===== src/rtl/tone_direction_decoder.sv =====
// tone_direction_decoder
//   Qualifies the five band-pass tone comparator outputs into one junction
//   command (enable + 2-bit direction) for the drive state machine.
//
//   Ports:
//     clk          system clock (50 MHz)
//     rst_n        asynchronous active-low reset
//     bp1..bp5     raw tone-present pins: STRAIGHT, LEFT, RIGHT, BACK, CANCEL
//     td_ack       one-cycle pulse from the drive controller, command done
//     td_en        command valid (level)
//     td_dir       00 STRAIGHT, 01 LEFT, 10 RIGHT, 11 BACK
//     td_conflict  one-cycle pulse, qualification aborted by a second tone
//     td_timeout   one-cycle pulse, hold time expired without ack
//
//   state | meaning
//   IDLE  | waiting for a sole direction tone
//   QUAL  | candidate tone must stay sole for QUAL_CYCLES cycles
//   VALID | command presented, waiting for ack or hold expiry
//   REARM | waiting for QUAL_CYCLES fully quiet cycles before accepting again
module tone_direction_decoder #(
  parameter int QUAL_CYCLES = 2_500_000,
  parameter int HOLD_CYCLES = 250_000_000,
  parameter int CNT_W       = 28
) (
  input  logic       clk,
  input  logic       rst_n,
  input  logic       bp1,
  input  logic       bp2,
  input  logic       bp3,
  input  logic       bp4,
  input  logic       bp5,
  input  logic       td_ack,
  output logic       td_en,
  output logic [1:0] td_dir,
  output logic       td_conflict,
  output logic       td_timeout
);

  typedef enum logic [1:0] {
    ST_IDLE  = 2'd0,
    ST_QUAL  = 2'd1,
    ST_VALID = 2'd2,
    ST_REARM = 2'd3
  } state_t;

  localparam logic [CNT_W-1:0] QUAL_MAX = CNT_W'(QUAL_CYCLES - 1);
  localparam logic [CNT_W-1:0] HOLD_MAX = CNT_W'(HOLD_CYCLES - 1);
  localparam logic [CNT_W-1:0] ONE      = CNT_W'(1);

  state_t           state_q, state_d;
  logic [4:0]       sync_meta_q, sync_q;
  logic [1:0]       cand_q, cand_d;
  logic [1:0]       dir_q, dir_d;
  logic [CNT_W-1:0] qcnt_q, qcnt_d;
  logic [CNT_W-1:0] hcnt_q, hcnt_d;
  logic [CNT_W-1:0] ccnt_q, ccnt_d;
  logic             en_q, en_d;
  logic             conflict_q, conflict_d;
  logic             timeout_q, timeout_d;

  logic             sole;
  logic [1:0]       sole_code;
  logic [3:0]       cand_mask;
  logic             cand_hi;
  logic             other_hi;
  logic             any_hi;
  logic             cancel;

  // Sole-candidate detection on the synchronized tones.
  always_comb begin
    sole      = 1'b0;
    sole_code = 2'd0;
    if (!sync_q[4]) begin
      case (sync_q[3:0])
        4'b0001: begin sole = 1'b1; sole_code = 2'd0; end
        4'b0010: begin sole = 1'b1; sole_code = 2'd1; end
        4'b0100: begin sole = 1'b1; sole_code = 2'd2; end
        4'b1000: begin sole = 1'b1; sole_code = 2'd3; end
        default: begin sole = 1'b0; sole_code = 2'd0; end
      endcase
    end
  end

  assign cand_mask = 4'b0001 << cand_q;
  assign cand_hi   = |(sync_q[3:0] & cand_mask);
  assign other_hi  = |(sync_q[3:0] & ~cand_mask);
  assign any_hi    = |sync_q;
  // ccnt_q already holds QUAL_CYCLES-1 earlier high samples, so this is the
  // QUAL_CYCLES-th consecutive one.
  assign cancel    = sync_q[4] && (ccnt_q == QUAL_MAX);

  always_comb begin
    state_d    = state_q;
    cand_d     = cand_q;
    dir_d      = dir_q;
    qcnt_d     = qcnt_q;
    hcnt_d     = hcnt_q;
    conflict_d = 1'b0;
    timeout_d  = 1'b0;

    // Cancel counter holds at its terminal value while the tone persists.
    if (!sync_q[4])              ccnt_d = '0;
    else if (ccnt_q == QUAL_MAX) ccnt_d = ccnt_q;
    else                         ccnt_d = ccnt_q + ONE;

    case (state_q)
      ST_IDLE: begin
        if (sole) begin
          cand_d  = sole_code;
          qcnt_d  = '0;
          state_d = ST_QUAL;
        end
      end
      ST_QUAL: begin
        if (other_hi) begin
          conflict_d = 1'b1;
          state_d    = ST_IDLE;
        end else if (!cand_hi || sync_q[4]) begin
          // Candidate lost sole status: restart quietly.
          state_d = ST_IDLE;
        end else if (qcnt_q == QUAL_MAX) begin
          dir_d   = cand_q;
          hcnt_d  = '0;
          state_d = ST_VALID;
        end else begin
          qcnt_d = qcnt_q + ONE;
        end
      end
      ST_VALID: begin
        if (td_ack) begin
          qcnt_d  = '0;
          state_d = ST_REARM;
        end else if (hcnt_q == HOLD_MAX) begin
          timeout_d = 1'b1;
          qcnt_d    = '0;
          state_d   = ST_REARM;
        end else begin
          hcnt_d = hcnt_q + ONE;
        end
      end
      ST_REARM: begin
        if (any_hi)                  qcnt_d  = '0;
        else if (qcnt_q == QUAL_MAX) state_d = ST_IDLE;
        else                         qcnt_d  = qcnt_q + ONE;
      end
      default: state_d = ST_IDLE;
    endcase

    // Cancel overrides everything and suppresses both pulses.
    if (cancel) begin
      state_d    = ST_REARM;
      qcnt_d     = '0;
      dir_d      = dir_q;
      conflict_d = 1'b0;
      timeout_d  = 1'b0;
    end

    en_d = (state_d == ST_VALID);
  end

  always_ff @(posedge clk or negedge rst_n) begin
    if (!rst_n) begin
      sync_meta_q <= '0;
      sync_q      <= '0;
      state_q     <= ST_IDLE;
      cand_q      <= 2'd0;
      dir_q       <= 2'd0;
      qcnt_q      <= '0;
      hcnt_q      <= '0;
      ccnt_q      <= '0;
      en_q        <= 1'b0;
      conflict_q  <= 1'b0;
      timeout_q   <= 1'b0;
    end else begin
      sync_meta_q <= {bp5, bp4, bp3, bp2, bp1};
      sync_q      <= sync_meta_q;
      state_q     <= state_d;
      cand_q      <= cand_d;
      dir_q       <= dir_d;
      qcnt_q      <= qcnt_d;
      hcnt_q      <= hcnt_d;
      ccnt_q      <= ccnt_d;
      en_q        <= en_d;
      conflict_q  <= conflict_d;
      timeout_q   <= timeout_d;
    end
  end

  assign td_en       = en_q;
  assign td_dir      = dir_q;
  assign td_conflict = conflict_q;
  assign td_timeout  = timeout_q;

endmodule


===== config.mk =====
export PLATFORM = sky130hd
export DESIGN_NAME = tone_direction_decoder
export DESIGN_NICKNAME = d
export VERILOG_FILES = /design/src/rtl/tone_direction_decoder.sv
export SDC_FILE = /design/constraint.sdc
export NUM_CORES = 1
export LEC_CHECK = 0
export CORE_UTILIZATION = 40
export CTS_BUF_LIST = sky130_fd_sc_hd__clkbuf_4 sky130_fd_sc_hd__clkbuf_8
export DETAILED_ROUTE_END_ITERATION = 10
export GPL_ROUTABILITY_DRIVEN = 0
export PLACE_DENSITY = 0.68
export SLEW_MARGIN = 20
export SYNTH_ARGS = -nofsm -noshare
export SYNTH_HDL_FRONTEND = slang
export SYNTH_SLANG_ARGS = --single-unit

===== constraint.sdc =====
create_clock -name clk -period 1.95 [get_ports clk]
set_input_delay 0.195 -clock clk [delete_from_list [all_inputs] [get_ports clk]]
set_output_delay 0.195 -clock clk [all_outputs]
set_load 0.005 [all_outputs]

## Word level (Yosys, flattened, before mapping)

Cells that the tools add are included.
W data, S select, Z words.

- Shifts and indexed selects: 1
- Reductions and logical operators: 13
- Bitwise gates (word level): 6
- Add/sub/neg operators: 3
- Equality and inequality tests: 21
- Multiplexer cells: 38

Operator list:

| cell | count |
|---|---|
| $mux W28 | 15 |
| $pmux W28 S4 | 1 |
| $add A28 B1 Y28 const B | 3 |
| $eq A28 B22 Y1 const B | 2 |
| $pmux W28 S2 | 1 |
| $eq A28 B28 Y1 const B | 1 |
| $mux W2 | 10 |
| $ne A2 B2 Y1 const B | 6 |
| $reduce_or A4 Y1 | 3 |
| $mux W1 | 9 |
| $ne A3 B3 Y1 const B | 3 |
| $and A4 B4 Y4 | 2 |
| $pmux W2 S4 | 1 |
| $eq A2 B2 Y1 const B | 3 |
| $pmux W2 S3 | 1 |
| $reduce_and A6 Y1 | 1 |
| $reduce_and A5 Y1 | 1 |
| $reduce_or A5 Y1 | 1 |
| $eq A4 B1 Y1 const B | 1 |
| $eq A4 B2 Y1 const B | 1 |
| $eq A4 B3 Y1 const B | 1 |
| $eq A4 B4 Y1 const B | 1 |
| $ne A4 B4 Y1 const B | 1 |
| $not A4 Y4 | 1 |
| 10 further kinds | 12 |

- Input bits: 8
- Word-level logic and storage cells: 93
- Register bits: 103

## Depth between registers and ports, before layout

- Depth in word-level cells: 10
- Gate-level depth with buffers: 9

## Least setup slack after synthesis

No wires, ideal clock.

- Path kind: reg-to-reg
- From: register hcnt_q[19]
- To: register qcnt_q[24]
- Arrival time: 2.019 ns
- Setup slack: -0.204 ns
- Cell stages (with the launch flop): 7
- Setup time: 0.136 ns
- Cell sequence: dfrtp_1 or4b_4 nor4_4 a21oi_2 buf_6 o311ai_1 o41ai_1

- Cells in the longest elaborated chain, start to end: 3

Ends and longest elaborated chain:

| element | line | text |
|---|---|---|
| start, declared | 55 | `logic [CNT_W-1:0] hcnt_q, hcnt_d;` |
| start signal, assigned | 181 | `hcnt_q <= hcnt_d;` |
| $eq A28 B28 Y1 | 133 | `end else if (hcnt_q == HOLD_MAX) begin` |
| $ne A4 B4 Y1 (no line) | - |  |
| $reduce_and A4 Y1 (no line) | - |  |
| end signal, assigned | 180 | `qcnt_q <= qcnt_d;` |
| end, declared | 54 | `logic [CNT_W-1:0] qcnt_q, qcnt_d;` |

Every way passes these cells.
A chain may end at the register's enable or synchronous reset.

## Worst setup path in the final report

- From: register hcnt_q[10]
- To: register hcnt_q[3]

- Cells in the longest elaborated chain, start to end: 3

Ends and longest elaborated chain:

| element | line |
|---|---|
| $eq A28 B28 Y1 | 133 |
| $ne A2 B2 Y1 (no line) | - |
| $reduce_and A6 Y1 (no line) | - |

Every way passes these cells.

==> impl_metrics.tcl <==
set metrics [dict create \
    setup_ws_ns -0.268 \
    placed_cells 910 \
    violations "setup timing" \
    power_leakage_nw 3.31 \
    start_util_pct 40.8 \
    crit_path_top_delay_cell "or4_4" \
    via_count 5412 \
    synth_area_leaders "dfrtp_1, nor2_1, xor2_1" \
    post-route-period-util_pct 114 \
    track_usage_pct 21.8 \
    vias_per_cell 5.75 \
    drive_above_1_share_pct 34.1 \
    arrival_ns 2.50 \
    netlist_area_um2 5640 \
    overflow 0 \
    whs_path_depth 1 \
    clk_pin_slew_worst_paths_ns 0.10 \
    critPathTopFamily "simple AND/OR/NAND/NOR gates" \
    num-nets-final 768 \
    die_w_um 121 \
    drv_slew 0 \
    diodes 0 \
    drt_wl_total_um 15900 \
    r2r-end "hcnt_q[3]" \
    syn_nets 620 \
    end_kind "flop" \
    hp-class "in2reg" \
    period_minus_slack_ns 2.22 \
    core-area_um2 13800 \
    synth_edf_count 0 \
    r2r_cells 9 \
    ys_types 68 \
    status "finished, violations left" \
    synth-seq-area-share_pct 45.7 \
    ios 13 \
    cts_max_path_buffers 2 \
    whs_endpoint "sync_meta_q[4]" \
    final_antenna_net_count 0 \
    crit_chain "or4_4 > nor4_4 > buf_4 > buf_6 > a21o_1 > buf_6 > nor2_1 > xnor2_1 > nor2_1" \
    yosysTopAreaCell "dfrtp_1" \
    worstHoldStart "bp5" \
    dpl.hpwl_um 10900 \
    clockRootBuffer "clkbuf_8" \
    wl_per_cell_um 16.8 \
    fmax_ghz 0.451 \
    whs_ns 0.239 \
    io_buffers 12 \
    ys_async_sr_fraction_pct 100 \
    grt_pass1_wl_um 25200 \
    rsz0062_at_grt "true" \
    rrSetupSlack_ns -0.27 \
    finalInstanceArea_um2 7890 \
    worst_pin_slew_ns 0.509 \
    crit_type "reg2reg" \
    avgSynthCellArea_um2 9.26 \
    skew_ns 0.0151 \
    clock-sinks 103 \
    final_core_util_pct 57.0 \
    power_density_nw_per_um2 542 \
    yosys.cell_count.top_type "dfrtp_1" \
    layout.cells.non_filler 942 \
    die_area_um2 14600 \
    synth_ff_type "dfrtp_1" \
    slew_headroom_pct 65.8 \
    drv_cap 0 \
    place_area_um2 7020 \
    cp.required_ns 2.23 \
    power_mw 4.27 \
    r2r-start "hcnt_q[10]" \
    drtIter0Drc 465 \
    rows 43 \
    ir_drop_uv 602 \
    critPathBufInv 3 \
    path_max_fanout 6 \
    setup_violations 63 \
    netlist_instances 609 \
    grt_pass1_vias 5332 \
    ys_ff_latch 103 \
    cp-start-kind "flop" \
    area_growth_pct 39.8 \
    cts_buffers 9 \
    worstSkewPairLatency_ns 0.40 \
    synth_top_area_share_pct 45.7 \
    synth_commonest_cells "dfrtp_1, nor2_1, nand2_1" \
    critPathMaxStageDelay_ns 0.54 \
    h-tree-depth 3 \
    antenna_found_initial 0 \
    drc 0 \
    grt_max_degree 36 \
    die-height_um 121 \
    finalHoldViolCount 0 \
    tritoncts "built" \
    yosys_warnings 0 \
    firstDrtPassIters 5 \
]
[layout by cell type, fill, tap and decap left out, drive strengths merged, types with 6 or more instances in the layout]
cell type and n:
a211oi 7, a21oi 13, a31oi 20, and2 8, and3 13, and4 9, buf 151, clkbuf 12
clkdlybuf4s50 11, dfrtp 103, inv 18, nand2 52, nand3 40, nand4 30, nor2 74, nor3 21
nor4 13, o21ai 23, o311ai 11, o31ai 6, xnor2 24, xor2 25
[sequential cells by signal (all words and copies together) (netlist names)]
register     cells
sync_meta_q      5
ccnt_q          28
state_q          2
sync_q           5
hcnt_q          28
td_timeout       1
td_dir           2
qcnt_q          28
cand_q           2
td_conflict      1
td_en            1
[stage by stage]
step / setup slack (ns) / setup TNS [ns]
2_1_floorplan: -0.131 / -2.53
3_3_place_gp: -0.195 / -7.95
3_5_place_dp: -0.238 / -9.03
4_1_cts: -0.240 / -8.40
5_1_grt: -0.369 / -15.60
6_report: -0.268 / -9.20
[metal layers]
layer / GRT usage [%] / part of all wire (%)
met1: 26.8 / 43
met5: 0 / 0
met3: 4.58 / 4.1
met2: 37.5 / 51
met4: 8.02 / 2.1
[how the worst max path moves through the flow]
stage / startpoint / endpoint / slack [ns] / depth (start not counted)
after floorplan: hcnt_q[14] / qcnt_q[24] / -0.13 / 6
final: hcnt_q[10] / hcnt_q[3] / -0.27 / 9
after global routing: hcnt_q[10] / hcnt_q[3] / -0.37 / 9
after global placement: ccnt_q[20] / qcnt_q[17] / -0.19 / 5
after CTS: hcnt_q[19] / qcnt_q[1] / -0.24 / 8
after detailed placement: hcnt_q[11] / qcnt_q[1] / -0.24 / 8
[cell type report]
| cell class | instances | area [µm²] |
|---|---|---|
| Clock buffer | 10 | 131 |
| Sequential cell | 103 | 2580 |
| Clock inverter | 6 | 53.8 |
| Fill cell | 1119 | 5940 |
| Multi-Input combinational cell | 461 | 3420 |
| Tap cell | 180 | 225 |
| Inverter | 17 | 66.3 |
| Timing Repair Buffer | 165 | 1410 |
[power by group]
group	leakage [nW]	switching [mW]	internal, mW
sequential	1.37	0.137	2.24
combinational	1.86	0.304	0.279
clock	0.0860	0.811	0.498
[worst reg2reg max path, stage by stage, from the launching register on]
cell     delay, ns
dfrtp_1       0.39
or4_4         0.55
nor4_4        0.30
buf_4         0.19
buf_6         0.11
a21o_1        0.14
buf_6         0.14
nor2_1        0.07
xnor2_1       0.19
nor2_1        0.06
[repair_timing]
| action | CTS | global route |
|---|---|---|
| cloned | 2 | 1 |
| gates resized for setup | 45 | 59 |
| pin swaps | 30 | 40 |
| buffers inserted | 3 | 9 |
| hold buffers | 1 | 0 |
| endpoints found under the hold margin | 28 | 0 |
| endpoints found under the setup margin | 70 | 79 |
[kinds of logic after synthesis]
kind of cell / Yosys count / synth area share (%)
xor+xnor: 49 / 7.61
buf+inv: 45 / 3.48
flops: 103 / 45.7
fa+ha+maj: 3 / 0.666
mux: 5 / 0.932
simple gates: 293 / 27.7
compound gates: 111 / 13.9
Power figures use the tool's default switching activity.
